File: config.mk
export PLATFORM = sky130hd
export DESIGN_NAME = univ_shift_count_reg
export DESIGN_NICKNAME = d
export VERILOG_FILES = /design/src/rtl/univ_shift_count_reg.sv
export SDC_FILE = /design/constraint.sdc
export NUM_CORES = 1
export LEC_CHECK = 0
export BUFFER_PORTS_ARGS = -buffer_cell sky130_fd_sc_hd__buf_2
export CORE_AREA = 2 2 46 48
export CTS_BUF_LIST = sky130_fd_sc_hd__clkbuf_8 sky130_fd_sc_hd__clkbuf_16
export DETAILED_ROUTE_END_ITERATION = 12
export DIE_AREA = 0 0 48 50
export PLACE_DENSITY = 0.92
export SYNTH_ARGS = -nofsm -noshare
export SYNTH_HDL_FRONTEND = slang
export SYNTH_SLANG_ARGS = --single-unit
File: constraint.sdc
create_clock -name CLK -period 6.35 [get_ports CLK]
set_clock_uncertainty 0.2 [all_clocks]
set_input_delay 0.9525 -clock CLK [delete_from_list [all_inputs] [get_ports CLK]]
set_output_delay 0.9525 -clock CLK [all_outputs]
set_load 0.01 [all_outputs]
File: src/rtl/univ_shift_count_reg.sv
// univ_shift_count_reg: WIDTH-bit multi-mode register with hold, parallel load,
// bidirectional serial shift and up/down count. Cascadable through SOL/SOR
// serial pins and TC -> CI carry chaining.
// Optional scan chain: define UNIV_SHIFT_COUNT_REG_SCAN_EN to add SE/SI ports;
// scan shifts toward the MSB and SOL is the scan-out.
module univ_shift_count_reg #(
  parameter int unsigned      WIDTH     = 8,
  parameter logic [WIDTH-1:0] RESET_VAL = '0
) (
  input  logic             CLK,
  input  logic             R,
  input  logic             EN,
  input  logic [1:0]       MODE,
  input  logic             DIR,
  input  logic [WIDTH-1:0] D,
  input  logic             SIL,
  input  logic             SIR,
  input  logic             CI,
`ifdef UNIV_SHIFT_COUNT_REG_SCAN_EN
  input  logic             SE,
  input  logic             SI,
`endif
  output logic [WIDTH-1:0] Q,
  output logic             SOL,
  output logic             SOR,
  output logic             TC
);

  localparam logic [1:0] MODE_HOLD  = 2'b00;
  localparam logic [1:0] MODE_LOAD  = 2'b01;
  localparam logic [1:0] MODE_SHIFT = 2'b10;
  localparam logic [1:0] MODE_COUNT = 2'b11;

  logic [WIDTH-1:0] q_q;
  logic [WIDTH-1:0] q_d;
  logic             scan_en;
  logic             scan_in;
  logic             at_limit;

  // Scan controls; tied inactive when the scan feature is not built in
`ifdef UNIV_SHIFT_COUNT_REG_SCAN_EN
  assign scan_en = SE;
  assign scan_in = SI;
`else
  assign scan_en = 1'b0;
  assign scan_in = 1'b0;
`endif

  // State register: asynchronous reset overrides everything, including scan
  always_ff @(posedge CLK or posedge R) begin
    if (R) begin
      q_q <= RESET_VAL;
    end else begin
      q_q <= q_d;
    end
  end

  // Next-state: scan > enable > mode; unknown MODE/DIR propagates X
  always_comb begin
    q_d = q_q;
    if (scan_en) begin
      q_d = {q_q[WIDTH-2:0], scan_in};
    end else if (EN) begin
      case (MODE)
        MODE_HOLD:  q_d = q_q;
        MODE_LOAD:  q_d = D;
        MODE_SHIFT: begin
          case (DIR)
            1'b0:    q_d = {q_q[WIDTH-2:0], SIL};
            1'b1:    q_d = {SIR, q_q[WIDTH-1:1]};
            default: q_d = 'x;
          endcase
        end
        MODE_COUNT: begin
          if (CI) begin
            case (DIR)
              1'b0:    q_d = q_q + WIDTH'(1);
              1'b1:    q_d = q_q - WIDTH'(1);
              default: q_d = 'x;
            endcase
          end
        end
        default: q_d = 'x;
      endcase
    end
  end

  // Terminal-count detect: all-ones when counting up, zero when counting down
  always_comb begin
    at_limit = DIR ? (q_q == '0) : (q_q == '1);
    TC       = EN & CI & (MODE == MODE_COUNT) & at_limit & ~scan_en;
  end

  assign Q   = q_q;
  assign SOL = q_q[WIDTH-1];
  assign SOR = q_q[0];

endmodule

Yosys cells after proc, flatten, opt, wreduce, memory -nomap -nowiden

Index checks and enable logic that the tools add are counted.

Bits in registers: 8
Bits of input ports: 17
Word-level logic and storage cells: 21

$add $sub $neg: 2
Equality and inequality tests: 5
Muxes and demuxes: 5
Bitwise gates (word level): 5
Reduce and logical (&&, ||, !) cells: 3

Operators by type and width:

| operator              | count |
|---|---|
| $pmux W8 S2           | 2 |
| $pmux W8 S3           | 1 |
| $add A8 B1 Y8 const B | 1 |
| $eq A8 B8 Y1 const B  | 1 |
| $logic_not A8 Y1      | 1 |
| $mux W8               | 1 |
| $sub A8 B1 Y8 const B | 1 |
| $eq A2 B2 Y1 const B  | 2 |
| $and A1 B1 Y1         | 3 |
| $reduce_and A3 Y1     | 1 |
| $eq A2 B1 Y1 const B  | 1 |
| $logic_not A2 Y1      | 1 |
| $ne A2 B2 Y1 const B  | 1 |
| $not A1 Y1            | 2 |
| $mux W1               | 1 |

Longest topological paths before layout

Depth in word-level cells: 4
Mapped depth: 6

Least setup slack after synthesis

Ideal clock, no wire load.

Kind: input-to-output
Start point: input port DIR
End point: output port TC
Arrival: 1.783 ns
Path slack: 3.414 ns
Stages on the path: 5
Path buffers: 2
Cells stage by stage: buf_4 -> buf_4 -> nor4b_1 -> nand3_1 -> a21oi_1

Word-level cells in the longest chain between the ends: 2

Ends and longest elaborated chain:

| element            | RTL line | text |
|---|---|---|
| start: declaration | 14       | `input logic DIR,` |
| $mux W1            | 90       | `at_limit = DIR ? (q_q == '0) : (q_q == '1);` |
| $and A1 B1 Y1      | 91       | `TC = EN & CI & (MODE == MODE_COUNT) & at_limit & ~scan_en;` |
| end: declaration   | 26       | `output logic TC` |

No other way between the ends.

Worst setup path after layout

Same ends and word-level chain as after synthesis.

==> impl_metrics.tcl <==
set metrics [dict create \
    status "completed" \
    post_cts_resize_count 0 \
    vias_per_cell 5.95 \
    period_needed_ns 3.27 \
    first_pass_iters 4 \
    min-delay-path-class "reg -> reg" \
    critical_path.reg2reg.startpoint "Q[1]" \
    antenna_left 0 \
    min_to "Q[4]" \
    nNetsFinal 164 \
    core_region_area_um2 1900 \
    worstSkewPairLatency_ns 0.22 \
    wl_per_instance_um 14.1 \
    ctsHoldBuffers 0 \
    finalMaxSlewViolations 0 \
    layout.cell_area.non_filler_um2 1140 \
    globalplace.congestion 0.814 \
    detail_route.iter0.violations 30 \
    drc 0 \
    critical-path-max-stage-delay_ns 0.37 \
    ys_types 38 \
    grt_first_pass_wirelength_um 3760 \
    timing.max_cap.violations 0 \
    timing.rr.end "Q[6]" \
    final-setup-viol-count 0 \
    worst_ep_arrival_time_ns 2.12 \
    async_flop_share_pct 100 \
    diodes 0 \
    antenna_found_initial 0 \
    fp.dieW_um 48 \
    reg2reg_depth 6 \
    syn-num-nets 142 \
    final.setup.tns_ns 0 \
    synth_cells 118 \
    synth_ff_type "sky130_fd_sc_hd__dfrtp_1" \
    core.rowCount 16 \
    vdd_ir_drop_max_uv 150 \
    syn_area_um2 1000 \
    yosysTopAreaCellShare_pct 20.0 \
    r2r_slack_ns 4.12 \
    launch_point_of_the_worst_hold_path "Q[4]" \
    clock_tree.buffer_depth 2 \
    leakage_uw 0.000523 \
    cts-buffers-inserted 3 \
    cts.clk_slew.worst_paths_ns 0.04 \
    flow.area_growth_from_synthesis_pct 13.8 \
    die_height_um 50 \
    critical_path.slowest_cell "sky130_fd_sc_hd__buf_2" \
    detailed_place_hpwl_um 1700 \
    clock_tree_from_tritoncts "done" \
    cts_sinks 8 \
    buffer_cell_driving_the_clock_tree_root "sky130_fd_sc_hd__clkbuf_8" \
    fp.dieArea_um2 2400 \
    drt-total-wl_um 2330 \
    end_kind "output pin" \
    critical_path_peak_fanout 24 \
    post_synthesis_average_cell_area_um2 8.50 \
    cts_setup_buffers 0 \
    synth_edf_count 0 \
    worst_slew_pin_slew_ns 0.448 \
    slew-limit-headroom_pct 70.0 \
    period_share_pct 51.5 \
    setup_repair_after_global_routing_missed_its_margin "false" \
    crit_path_frequent_cell "sky130_fd_sc_hd__buf_2" \
    num_vias 981 \
    groute.usage.overall_pct 21.6 \
    yosysWarningCount 0 \
    required_ns 5.20 \
    start_kind "primary input" \
    hold-path-cell-count 2 \
    synth-seq-area-share_pct 20.0 \
    max_freq_ghz 0.306 \
    largest_register_ffs 8 \
    htree_num_levels 1 \
    synth_top_area_cell "sky130_fd_sc_hd__dfrtp_1" \
    fillers 175 \
    via_count_of_the_first_global_routing_pass 879 \
    layout-drive-gt1-share_pct 27.5 \
    io_pins 28 \
    power.density_cell_area_nw_per_um2 266 \
    synth-seq-cells 8 \
    timing.critical_path.cells "buf_2, nor4b_1, nand3_1, a21oi_1, buf_2" \
    io_buffers 27 \
    synth_top_cells_by_area "sky130_fd_sc_hd__dfrtp_1 (20%), sky130_fd_sc_hd__mux2i_1 (8.0%), sky130_fd_sc_hd__ha_1 (7.5%)" \
    dpl-instance-area_um2 1100 \
    crit_type "in -> out" \
    gr-total-overflow 0 \
    initial_utilization_pct 52.8 \
    ys_top_cells_by_count "sky130_fd_sc_hd__nand2_1 (10), sky130_fd_sc_hd__o21ai_0 (10), sky130_fd_sc_hd__dfrtp_1 (8), sky130_fd_sc_hd__mux2i_1 (8), sky130_fd_sc_hd__nor2_1 (7)" \
    grt_start_max_net_pins 25 \
    fin_worst_hold_slack_ns 0.431 \
    timing.final.hold_violations 0 \
]
final cells by class:
type                            count  area [um2]  area share, %
Multi-Input combinational cell     98         724           63.4
Clock buffer                        3        41.3           3.61
Inverter                            2        7.51          0.657
Timing Repair Buffer               27         135           11.8
Sequential cell                     8         200           17.5
Tap cell                           27        33.8           2.96
worst max-delay path: cells and delay by family:
kind                   cells  cell delay [ns]
AND/OR/NAND/NOR            2             0.48
AO/OA/AOI/OAI              1             0.16
buffers and inverters      2             0.52
per-stage QoR:
stage               worst slack [ns]  cells  total power (uW)  util (%)
floorplan                       3.41    118               208         -
global placement                3.22    162               235      57.9
detailed placement              3.12    162               244      57.9
CTS                             3.09    165               305      60.1
global route                    2.99    165               331      60.1
finish                          3.08    165               304      60.1
report_power, final:
part / internal, uW / switching [uW] / leakage [uW]
logic: 70.3 / 81.9 / 0.000402
registers: 63.1 / 29.4 / 0.0000989
clock network: 41.0 / 18.7 / 0.0000216
cell usage in the layout (no fill, tap or decap), types with 4 or more instances in the layout:
master                     count
sky130_fd_sc_hd__buf_2        27
sky130_fd_sc_hd__o21ai_0      10
sky130_fd_sc_hd__nand2_1      10
sky130_fd_sc_hd__dfrtp_1       8
sky130_fd_sc_hd__mux2i_1       8
sky130_fd_sc_hd__nor2_1        7
sky130_fd_sc_hd__a21oi_1       6
sky130_fd_sc_hd__ha_1          6
sky130_fd_sc_hd__nor2b_1       5
sky130_fd_sc_hd__nand4_1       4
sky130_fd_sc_hd__nand2b_1      4
per-layer routing:
| layer | vias up | share of wire [%] | global-route usage [%] |
|---|---|---|---|
| met2 | 50 | 52 | 35.1 |
| met3 | 2 | 6.5 | 4.76 |
| li1 | 479 | - | - |
| met5 | - | 0 | 0 |
| met1 | 450 | 42 | 26.8 |
| met4 | 0 | 0.34 | 7.66 |
cells by family (layout without fill, tap and decap cells):
| family | count (synthesis) | after routing | share of synthesized area [%] |
|---|---|---|---|
| xor+xnor | 3 | 3 | 2.62 |
| fa+ha+maj | 7 | 7 | 9.48 |
| compound gates | 40 | 40 | 31.0 |
| buf+inv | 12 | 32 | 7.85 |
| simple gates | 39 | 39 | 20.0 |
| flops | 8 | 8 | 19.9 |
| mux | 9 | 9 | 9.10 |
worst max-delay path by stage:
stage	startpoint	end	cells past startpoint
floorplan	DIR	TC	5
global placement	DIR	TC	5
detailed placement	DIR	TC	5
global route	DIR	TC	5
finish	DIR	TC	5
CTS	DIR	TC	5
Note: power is estimated with default switching activity, not from simulation.
